===== config.mk =====
export PLATFORM = sky130hd
export DESIGN_NAME = seq_divider
export DESIGN_NICKNAME = d
export VERILOG_FILES = /design/src/rtl/seq_divider.sv
export SDC_FILE = /design/constraint.sdc
export NUM_CORES = 1
export LEC_CHECK = 0
export CAP_MARGIN = 25
export CORE_ASPECT_RATIO = 0.7
export CORE_MARGIN = 3
export CORE_UTILIZATION = 59
export DETAILED_ROUTE_END_ITERATION = 7
export PLACE_DENSITY_LB_ADDON = 0.08
export SYNTH_ARGS = -nofsm -noshare
export SYNTH_HDL_FRONTEND = slang
export SYNTH_SLANG_ARGS = --single-unit

===== constraint.sdc =====
create_clock -name clk -period 4.24 [get_ports clk]
set_input_delay 1.272 -clock clk [delete_from_list [all_inputs] [get_ports clk]]
set_output_delay 1.272 -clock clk [all_outputs]
set_load 0.02 [all_outputs]

===== src/rtl/seq_divider.sv =====
// seq_divider: multi-cycle iterative integer divider (restoring shift-subtract).
// Produces quotient or remainder of signed or unsigned operands. Results for divide-by-zero and
// signed overflow follow the RISC-V M extension.
//
// Parameters:
//   WIDTH            operand/result width (>= 4, even)
//   STEPS_PER_CYCLE  quotient bits resolved per iteration cycle (1, 2 or 4; divides WIDTH)
// Ports:
//   clk, rst_n       clock (rising edge), asynchronous active-low reset
//   start            request, accepted only while busy is low
//   flush            synchronous abort of the in-flight operation
//   a, b             dividend / divisor, sampled on accepted start
//   op_rem           0 = quotient, 1 = remainder
//   op_signed        0 = unsigned, 1 = two's-complement signed
//   busy             operation in flight
//   done             one-cycle pulse, result valid
//   result           quotient or remainder, held until the next done
module seq_divider #(
  parameter int unsigned WIDTH           = 32,
  parameter int unsigned STEPS_PER_CYCLE = 1
) (
  input  logic             clk,
  input  logic             rst_n,
  input  logic             start,
  input  logic             flush,
  input  logic [WIDTH-1:0] a,
  input  logic [WIDTH-1:0] b,
  input  logic             op_rem,
  input  logic             op_signed,
  output logic             busy,
  output logic             done,
  output logic [WIDTH-1:0] result
);

  localparam int unsigned NumIter = WIDTH / STEPS_PER_CYCLE;
  localparam int unsigned CntW    = (NumIter > 1) ? $clog2(NumIter) : 1;
  localparam logic [CntW-1:0]  CntInit = CntW'(NumIter - 1);
  localparam logic [WIDTH-1:0] MinVal  = {1'b1, {(WIDTH-1){1'b0}}};
  localparam logic [WIDTH-1:0] AllOnes = {WIDTH{1'b1}};

  typedef enum logic [1:0] {StIdle, StPrep, StIter, StFix} state_e;

  state_e            state_q, state_d;
  logic [WIDTH-1:0]  a_q, a_d;
  logic [WIDTH-1:0]  b_q, b_d;       // raw divisor until PREP, divisor magnitude afterwards
  logic [WIDTH-1:0]  quo_q, quo_d;   // dividend shifts out at the top, quotient shifts in below
  logic [WIDTH-1:0]  rem_q, rem_d;
  logic [CntW-1:0]   cnt_q, cnt_d;
  logic              op_rem_q, op_rem_d;
  logic              op_signed_q, op_signed_d;
  logic              sign_quo_q, sign_quo_d;
  logic              sign_rem_q, sign_rem_d;
  logic              done_q, done_d;
  logic [WIDTH-1:0]  result_q, result_d;

  // Operand preparation (valid in PREP, operands already registered).
  logic             a_neg, b_neg;
  logic [WIDTH-1:0] a_mag, b_mag;
  logic             div_zero, overflow;

  always_comb begin
    a_neg    = op_signed_q & a_q[WIDTH-1];
    b_neg    = op_signed_q & b_q[WIDTH-1];
    a_mag    = a_neg ? (~a_q + 1'b1) : a_q;
    b_mag    = b_neg ? (~b_q + 1'b1) : b_q;
    div_zero = (b_q == '0);
    overflow = op_signed_q && (a_q == MinVal) && (b_q == AllOnes);
  end

  // Restoring iteration. The remainder after a restore is always below the divisor and so fits in
  // WIDTH bits; only the shifted partial remainder needs WIDTH+1 bits, and the trial subtraction
  // carries one extra bit for the borrow.
  logic [WIDTH-1:0] step_rem, step_quo;
  logic [WIDTH:0]   shifted;
  logic [WIDTH+1:0] trial;

  always_comb begin
    step_rem = rem_q;
    step_quo = quo_q;
    shifted  = '0;
    trial    = '0;
    for (int i = 0; i < int'(STEPS_PER_CYCLE); i++) begin
      shifted  = {step_rem, step_quo[WIDTH-1]};
      trial    = {1'b0, shifted} - {2'b00, b_q};
      step_quo = {step_quo[WIDTH-2:0], ~trial[WIDTH+1]};
      step_rem = trial[WIDTH+1] ? shifted[WIDTH-1:0] : trial[WIDTH-1:0];
    end
  end

  // Sign fix-up of the unsigned results.
  logic [WIDTH-1:0] quo_fix, rem_fix;

  always_comb begin
    quo_fix = sign_quo_q ? (~quo_q + 1'b1) : quo_q;
    rem_fix = sign_rem_q ? (~rem_q + 1'b1) : rem_q;
  end

  always_comb begin
    state_d     = state_q;
    a_d         = a_q;
    b_d         = b_q;
    quo_d       = quo_q;
    rem_d       = rem_q;
    cnt_d       = cnt_q;
    op_rem_d    = op_rem_q;
    op_signed_d = op_signed_q;
    sign_quo_d  = sign_quo_q;
    sign_rem_d  = sign_rem_q;
    done_d      = 1'b0;
    result_d    = result_q;

    unique case (state_q)
      StIdle: begin
        if (start) begin
          a_d         = a;
          b_d         = b;
          op_rem_d    = op_rem;
          op_signed_d = op_signed;
          state_d     = StPrep;
        end
      end
      StPrep: begin
        if (div_zero) begin
          result_d = op_rem_q ? a_q : AllOnes;
          done_d   = 1'b1;
          state_d  = StIdle;
        end else if (overflow) begin
          result_d = op_rem_q ? '0 : MinVal;
          done_d   = 1'b1;
          state_d  = StIdle;
        end else begin
          b_d        = b_mag;
          quo_d      = a_mag;
          rem_d      = '0;
          cnt_d      = CntInit;
          sign_quo_d = a_neg ^ b_neg;
          sign_rem_d = a_neg;
          state_d    = StIter;
        end
      end
      StIter: begin
        rem_d = step_rem;
        quo_d = step_quo;
        if (cnt_q == '0) begin
          state_d = StFix;
        end else begin
          cnt_d = cnt_q - 1'b1;
        end
      end
      StFix: begin
        result_d = op_rem_q ? rem_fix : quo_fix;
        done_d   = 1'b1;
        state_d  = StIdle;
      end
      default: state_d = StIdle;
    endcase

    // Abort wins over any completion in the same cycle; in IDLE a start is never cancelled.
    if (flush && (state_q != StIdle)) begin
      state_d  = StIdle;
      done_d   = 1'b0;
      result_d = result_q;
    end
  end

  always_ff @(posedge clk or negedge rst_n) begin
    if (!rst_n) begin
      state_q     <= StIdle;
      a_q         <= '0;
      b_q         <= '0;
      quo_q       <= '0;
      rem_q       <= '0;
      cnt_q       <= '0;
      op_rem_q    <= 1'b0;
      op_signed_q <= 1'b0;
      sign_quo_q  <= 1'b0;
      sign_rem_q  <= 1'b0;
      done_q      <= 1'b0;
      result_q    <= '0;
    end else begin
      state_q     <= state_d;
      a_q         <= a_d;
      b_q         <= b_d;
      quo_q       <= quo_d;
      rem_q       <= rem_d;
      cnt_q       <= cnt_d;
      op_rem_q    <= op_rem_d;
      op_signed_q <= op_signed_d;
      sign_quo_q  <= sign_quo_d;
      sign_rem_q  <= sign_rem_d;
      done_q      <= done_d;
      result_q    <= result_d;
    end
  end

  assign busy   = (state_q != StIdle);
  assign done   = done_q;
  assign result = result_q;

endmodule

==> impl_metrics.ini <==
[cells_and_area]
antenna_cells = 0
regArea_sq_um = 4300
multi_input_area_sq_um = 7320
fillCellCount = 1613
utilization_pct = 70.2
drive_gt1_share_pct = 7.68
nNetsFinal = 1609
final_area_sq_um = 14000
synthToLayoutAreaGrowth_pct = 15.8

[timing]
tightest_slew_ns = 0.874
finalCriticalPeriod_ns = 3.83
setup_viol = 0
fin_ws_ns = 0.412
max_freq_mhz = 261
max-slew-margin-rel_pct = 41.2
rsz0062_at_grt = false
setup_tns_ns = 0
worst_clock_skew_ns = 0.0125
slew_violations = 0
finalHoldViolations = 0
fin_crit_sh_pct = 90.3

[outcome]
status = finished, final reports clean

[synth]
yosys_warnings = 0
ys_ff_latch = 172
syn_inst = 1441
async_flop_share_pct = 100
ys.flop_type = dfrtp_1
syn_area_per_cell_sq_um = 8.42
synth_fp_nets = 1551
synth.distinct_cells = 74
synth_edf_count = 0
yosysSeqAreaShare_pct = 35.5
synth_area_sq_um = 12100

[min_path]
hp-start = result[9]$_DFFE_PN0P_
hp-class = flop to flop

[drt]
num_vias = 11860
dr_wl_met2_mm = 16.0
highest_layer = met4
drc_errors = 0
met1_length_mm = 17.0
vias_per_cell = 6.66
wl_met3_mm = 3.82
avgRoutedWirePerCell_um = 21.1
antenna_left = 0
drt-initial-drc-count = 1431
wl_mm = 37.5
first_pass_iters = 6

[clocking]
cts_inserted_buffers = 17
root_buffer = clkbuf_16
cts_tree = done
htreeDepth = 4
worstSkewPairLatency_ns = 0.44
cts_buffer_depth = 2
cts_resized = 0
path_clk_slew_ns = 0.07
cts_hold_buf = 0
cts_num_sinks = 172
cts_setup_buffers = 0

[place]
place_area_sq_um = 13400
dp_slack_ns = 0.600
dpl.hpwl_mm = 26.7
io_buffers = 103
gp_congestion = 1.01

[global_route]
grt-ovfl-total = 0
grt_max_degree = 72
grt_pass1_vias = 10991
grt_first_pass_wirelength_mm = 59.8
grt_util_all_layers_pct = 33.5
grt_antenna_before_repair = 0

[critical_path]
path_class = flop to flop
rrSetupSlack_ns = 0.41
cp.arrival_ns = 4.20
crit_start = b_q[14]$_DFFE_PN0P_
start_kind = flop
path_max_fanout = 19
worstPathRequired_ns = 4.62
cp-end-kind = flop
timing.rr.start = b_q[14]$_DFFE_PN0P_

[floorplan]
die_w_um = 177
dieHeight_um = 126
initial_utilization_pct = 60.6
fp.dieArea_sq_um = 22300
fp-row-count = 43
core_sq_um = 20000
boundaryPins = 104

[pwr]
p_total_mw = 7.50
ir_drop_v = 0.000347
p_per_area_nw_per_um2 = 534
leakage_nw = 5.87

[run]
max_cap_violations = 0
[stage by stage]
stage | std cells | hold WS (ns)
2_1_floorplan | 1441 | 0.457
3_3_place_gp | 1750 | 0.461
3_5_place_dp | 1750 | 0.473
4_1_cts | 1781 | 0.487
5_1_grt | 1781 | 0.511
6_report | 1781 | 0.483
[power breakdown]
group          switching, mW  leakage (nW)  internal, mW
registers              0.648          2.14          2.09
clock network          0.723         0.310          1.05
logic                   1.69          3.42          1.30
total                   3.06          5.87          4.43
[layer usage]
| metal | vias up | GRT usage, % |
|---|---|---|
| met5 | - | 0 |
| met4 | 0 | 8.54 |
| met3 | 57 | 7.14 |
| met2 | 646 | 48.0 |
| met1 | 5720 | 51.6 |
| li1 | 5437 | - |
[cells by family (layout without fill, tap and decap cells)]
logic type / count (synthesis) / after routing / synth area share (%)
buffers and inverters: 143 / 213 / 4.53
AND/OR/NAND/NOR: 490 / 490 / 19.8
AO/OA/AOI/OAI: 444 / 444 / 24.4
multiplexers: 39 / 39 / 3.54
XOR/XNOR: 113 / 113 / 8.16
adder cells (fa/ha/maj): 40 / 40 / 4.19
flip-flops: 172 / 172 / 35.5
[layout make-up]
type                    instances  area share [%]
clock inverters                14            1.56
inverters                      53            1.42
clock buffers                  17            3.03
multi-input cells            1126            52.1
flip-flops and latches        172            30.6
repair buffers                129            8.83
well taps                     270            2.41
[state kept, by name, indices dropped and copies added (netlist names)]
name	cells
a_q	32
b_q	32
quo_q	32
rem_q	32
result	32
cnt_q	5
state_q	2
done	1
op_rem_q	1
op_signed_q	1
sign_quo_q	1
sign_rem_q	1
[cell usage in the layout (no fill, tap or decap), types with 8 or more instances in the layout]
cell type,count
or3_1,8
a22oi_1,17
buf_4,25
a21o_1,13
nor3_1,38
nand2b_1,26
xor2_1,53
nor2_1,90
a31oi_1,13
nand2_1,149
ha_1,39
a221o_1,23
or4_1,8
clkbuf_16,17
nand3_1,75
inv_1,53
dfrtp_1,172
xnor2_1,60
and3_1,12
nor4_1,21
o31ai_1,22
o211ai_1,17
o22ai_1,20
o21ai_0,108
o41ai_1,10
a32oi_1,14
clkdlybuf4s50_1,102
a32o_1,13
a211oi_1,16
nand4_1,21
mux2i_1,8
a21oi_1,104
mux2_2,31
[worst max-delay path: stages, from the launching register on]
cell     delay [ns]
dfrtp_1        0.47
nor4_1         0.56
nand4_1        0.49
nor4_1         0.89
o21a_1         0.76
o21ai_0        0.25
a21oi_1        0.20
a22o_1         0.15
[cells in the mapped netlist (7+ instances only)]
cell type	n	share of area (%)
a211oi_1	16	0.99
a21o_1	13	0.80
a21oi_1	106	4.4
a221o_1	23	1.9
a22oi_1	17	1.1
a31oi_1	13	0.67
a32o_1	13	1.1
a32oi_1	14	1.0
and3_1	12	0.62
buf_1	7	0.22
buf_2	10	0.41
clkbuf_1	73	2.3
dfrtp_1	172	35
ha_1	39	4.0
inv_1	53	1.6
mux2_2	31	2.9
mux2i_1	8	0.66
nand2_1	149	4.6
nand2b_1	26	1.3
nand3_1	75	3.1
nand4_1	21	1.1
nor2_1	91	2.8
nor2b_1	8	0.41
nor3_1	38	1.6
nor4_1	21	1.1
o211ai_1	17	1.1
o21a_1	7	0.43
o21ai_0	108	4.5
o22ai_1	20	1.0
o31ai_1	22	1.4
o41ai_1	10	0.72
or2_2	7	0.36
or3_1	8	0.41
or4_1	8	0.50
xnor2_1	60	4.3
xor2_1	53	3.8
[final timing paths]
check,endpoint,cells after the start
max in group asynchronous,quo_q[30]$_DFFE_PN0P_,2
worst min register to register,result[9]$_DFFE_PN0P_,2
worst min-delay path,result[9]$_DFFE_PN0P_,2
worst max register to register,result[23]$_DFFE_PN0P_,7
worst max-delay path,result[23]$_DFFE_PN0P_,7
min in group asynchronous,rem_q[5]$_DFFE_PN0P_,1
Power figures use the tool's default switching activity.
==> edit (config.mk and constraints unchanged) <==
Encoding of `state_e`: now one-hot (4 bits for 4 states).
--- a/src/rtl/seq_divider.sv
+++ b/src/rtl/seq_divider.sv
@@ -40,3 +40,3 @@
 
-  typedef enum logic [1:0] {StIdle, StPrep, StIter, StFix} state_e;
+  typedef enum logic [3:0] {StIdle = 4'b0001, StPrep = 4'b0010, StIter = 4'b0100, StFix = 4'b1000} state_e;
 
Check against the original RTL: same outputs for any inputs over 4 cycles, from zero or initial values and one cycle with rst_n low; so few cycles prove little.
==> edit against the unedited design <==
Count of clock-buffer cells in the layout is 6 higher; clock skew down 0.0011 ns; area after synthesis increased by 3.6%; sequential cell count grew 2; critical path type unchanged; via count increased by 4.2%; design area up 2.6%; largest cell class unchanged; routed wire length up 3.2%; highest routed layer unchanged; critical path depth grew 4; critical endpoint is now rem_q[2]; die area up 3.4%; global-route usage about the same; worst setup slack worse by 0.022 ns; total power rose by 41%; worst hold slack got worse by 0.0050 ns.
==> edit: results (changes against the unedited design) <==
.. list-table::
   :header-rows: 1

   * - Metric
     - Value
   * - Outcome
     - finished clean (unchanged)
   * - Wire length of the first global-routing pass
     - 62,000 um (was 59,800 um)
   * - Layout Nets
     - 1,758 (was 1,609)
   * - Number of fill cells
     - 1,663 (was 1,613)
   * - Register cell area after layout
     - 4360 sq um (was 4300 sq um)
   * - Leading post-synthesis cells by cell area
     - dfrtp_1, nand2_1, a21oi_1 (was dfrtp_1, nand2_1, o21ai_0)
   * - Total global-route track usage
     - 33.5% (about the same)
   * - Instance count after placement with tap cells included
     - 1,899 (was 1,750)
   * - Starting DRC count in detailed routing
     - 1,441 (was 1,431)
   * - Seq pwr share
     - 31.7% (was 36.5%)
   * - Launching instance or port of the critical path
     - b_q[13] (was b_q[14])
   * - Average via count per standard cell
     - 6.40 (was 6.66)
   * - Cell Area, Placed
     - 13,800 sq um (was 13,400 sq um)
   * - Final total power
     - 10.6 mW (was 7.50 mW)
   * - Fraction of final layout cells with drive strength greater than 1
     - 6.14% (was 7.68%)
   * - Maximum number of pins on one net before global-route repair
     - 77 (was 72)
   * - Largest family of logic cells by synthesized area
     - simple AND/OR/NAND/NOR gates (was compound AO/OA/AOI/OAI gates)
   * - Average wire per cell in the routed design
     - 20.1 um (was 21.1 um)
   * - Global placer's final weighted congestion
     - 0.971 (was 1.01)
   * - Pre-CTS setup slack
     - 0.572 ns (was 0.600 ns)
   * - Met2 track demand over resource in global routing
     - 47.9% (was 48.0%)
   * - Area share of fa/ha/maj cells after synthesis
     - 4.04% (was 4.19%)
   * - Detailed-routing iteration count for the pre-antenna-repair pass
     - 5 (was 6)
   * - Via count of the first global-routing pass
     - 11,470 (was 10,991)
   * - DR WL met3
     - 4390 um (was 3820 um)
   * - Post-synthesis compound-gate area fraction
     - 22.7% (was 24.4%)
   * - Routed Wire Length
     - 38,800 um (was 37,500 um)
   * - DP HPWL
     - 27,900 um (was 26,700 um)
   * - Maximum VDD drop
     - 0.581 mV (was 0.347 mV)
   * - P_leak
     - 6.12 nW (was 5.87 nW)
   * - Syn_nets
     - 1,691 (was 1,551)
   * - Distinct cell type count of the synthesized netlist
     - 81 (was 74)
   * - Mux share of post-synthesis cell area
     - 1.91% (was 3.54%)
   * - Worst EP arrival
     - 4.15 ns (was 4.20 ns)
   * - Worst r2r dst
     - rem_q[2] (was result[23])
   * - DRT met1 WL
     - 17,400 um (was 17,000 um)
   * - Register-to-register setup slack
     - 0.39 ns (was 0.41 ns)
   * - Met2 Routed Length
     - 16,100 um (was 16,000 um)
   * - Post-synth top cells
     - nand2_1, dfrtp_1, a21oi_1 (was dfrtp_1, nand2_1, o21ai_0)
   * - Number of cell instances on the worst register-to-register path
     - 11 (was 7)
   * - Gate power share
     - 53.5% (was 39.9%)
   * - Clock Skews
     - 0.0114 ns (was 0.0125 ns)
## edit: changes by cell type in the layout (fill, tap and decap cells not counted), sizes merged, moves of 17 or more
cell,delta
nand2,+107
a21oi,+58
mux2,-31
o21ai,+27
a221o,-21
nand3,-17
nor2,+17
## edit: layout make-up
type	count	share of cell area [%]
inverter	64	1.67
timing repair buffer	135	9.18
clock inverter	9	0.599
multi-input combinational	1256	52.6
sequential	174	30.2
tap	270	2.34
clock buffer	23	3.39
## edit: worst max-delay path by stage
stage	depth (start not counted)	slack, ns	to
floorplan	13	1.42	rem_q[3]
global placement	11	0.61	quo_q[0]
detailed placement	12	0.57	rem_q[1]
CTS	12	0.53	rem_q[1]
global route	12	0.29	rem_q[1]
finish	11	0.39	rem_q[2]
## edit: through the flow
stage,util (%),hold slack (ns)
6_report,70.9,0.478
5_1_grt,70.9,0.507
4_1_cts,70.9,0.483
3_5_place_dp,68.0,0.469
3_3_place_gp,68.0,0.461
2_1_floorplan,-,0.483
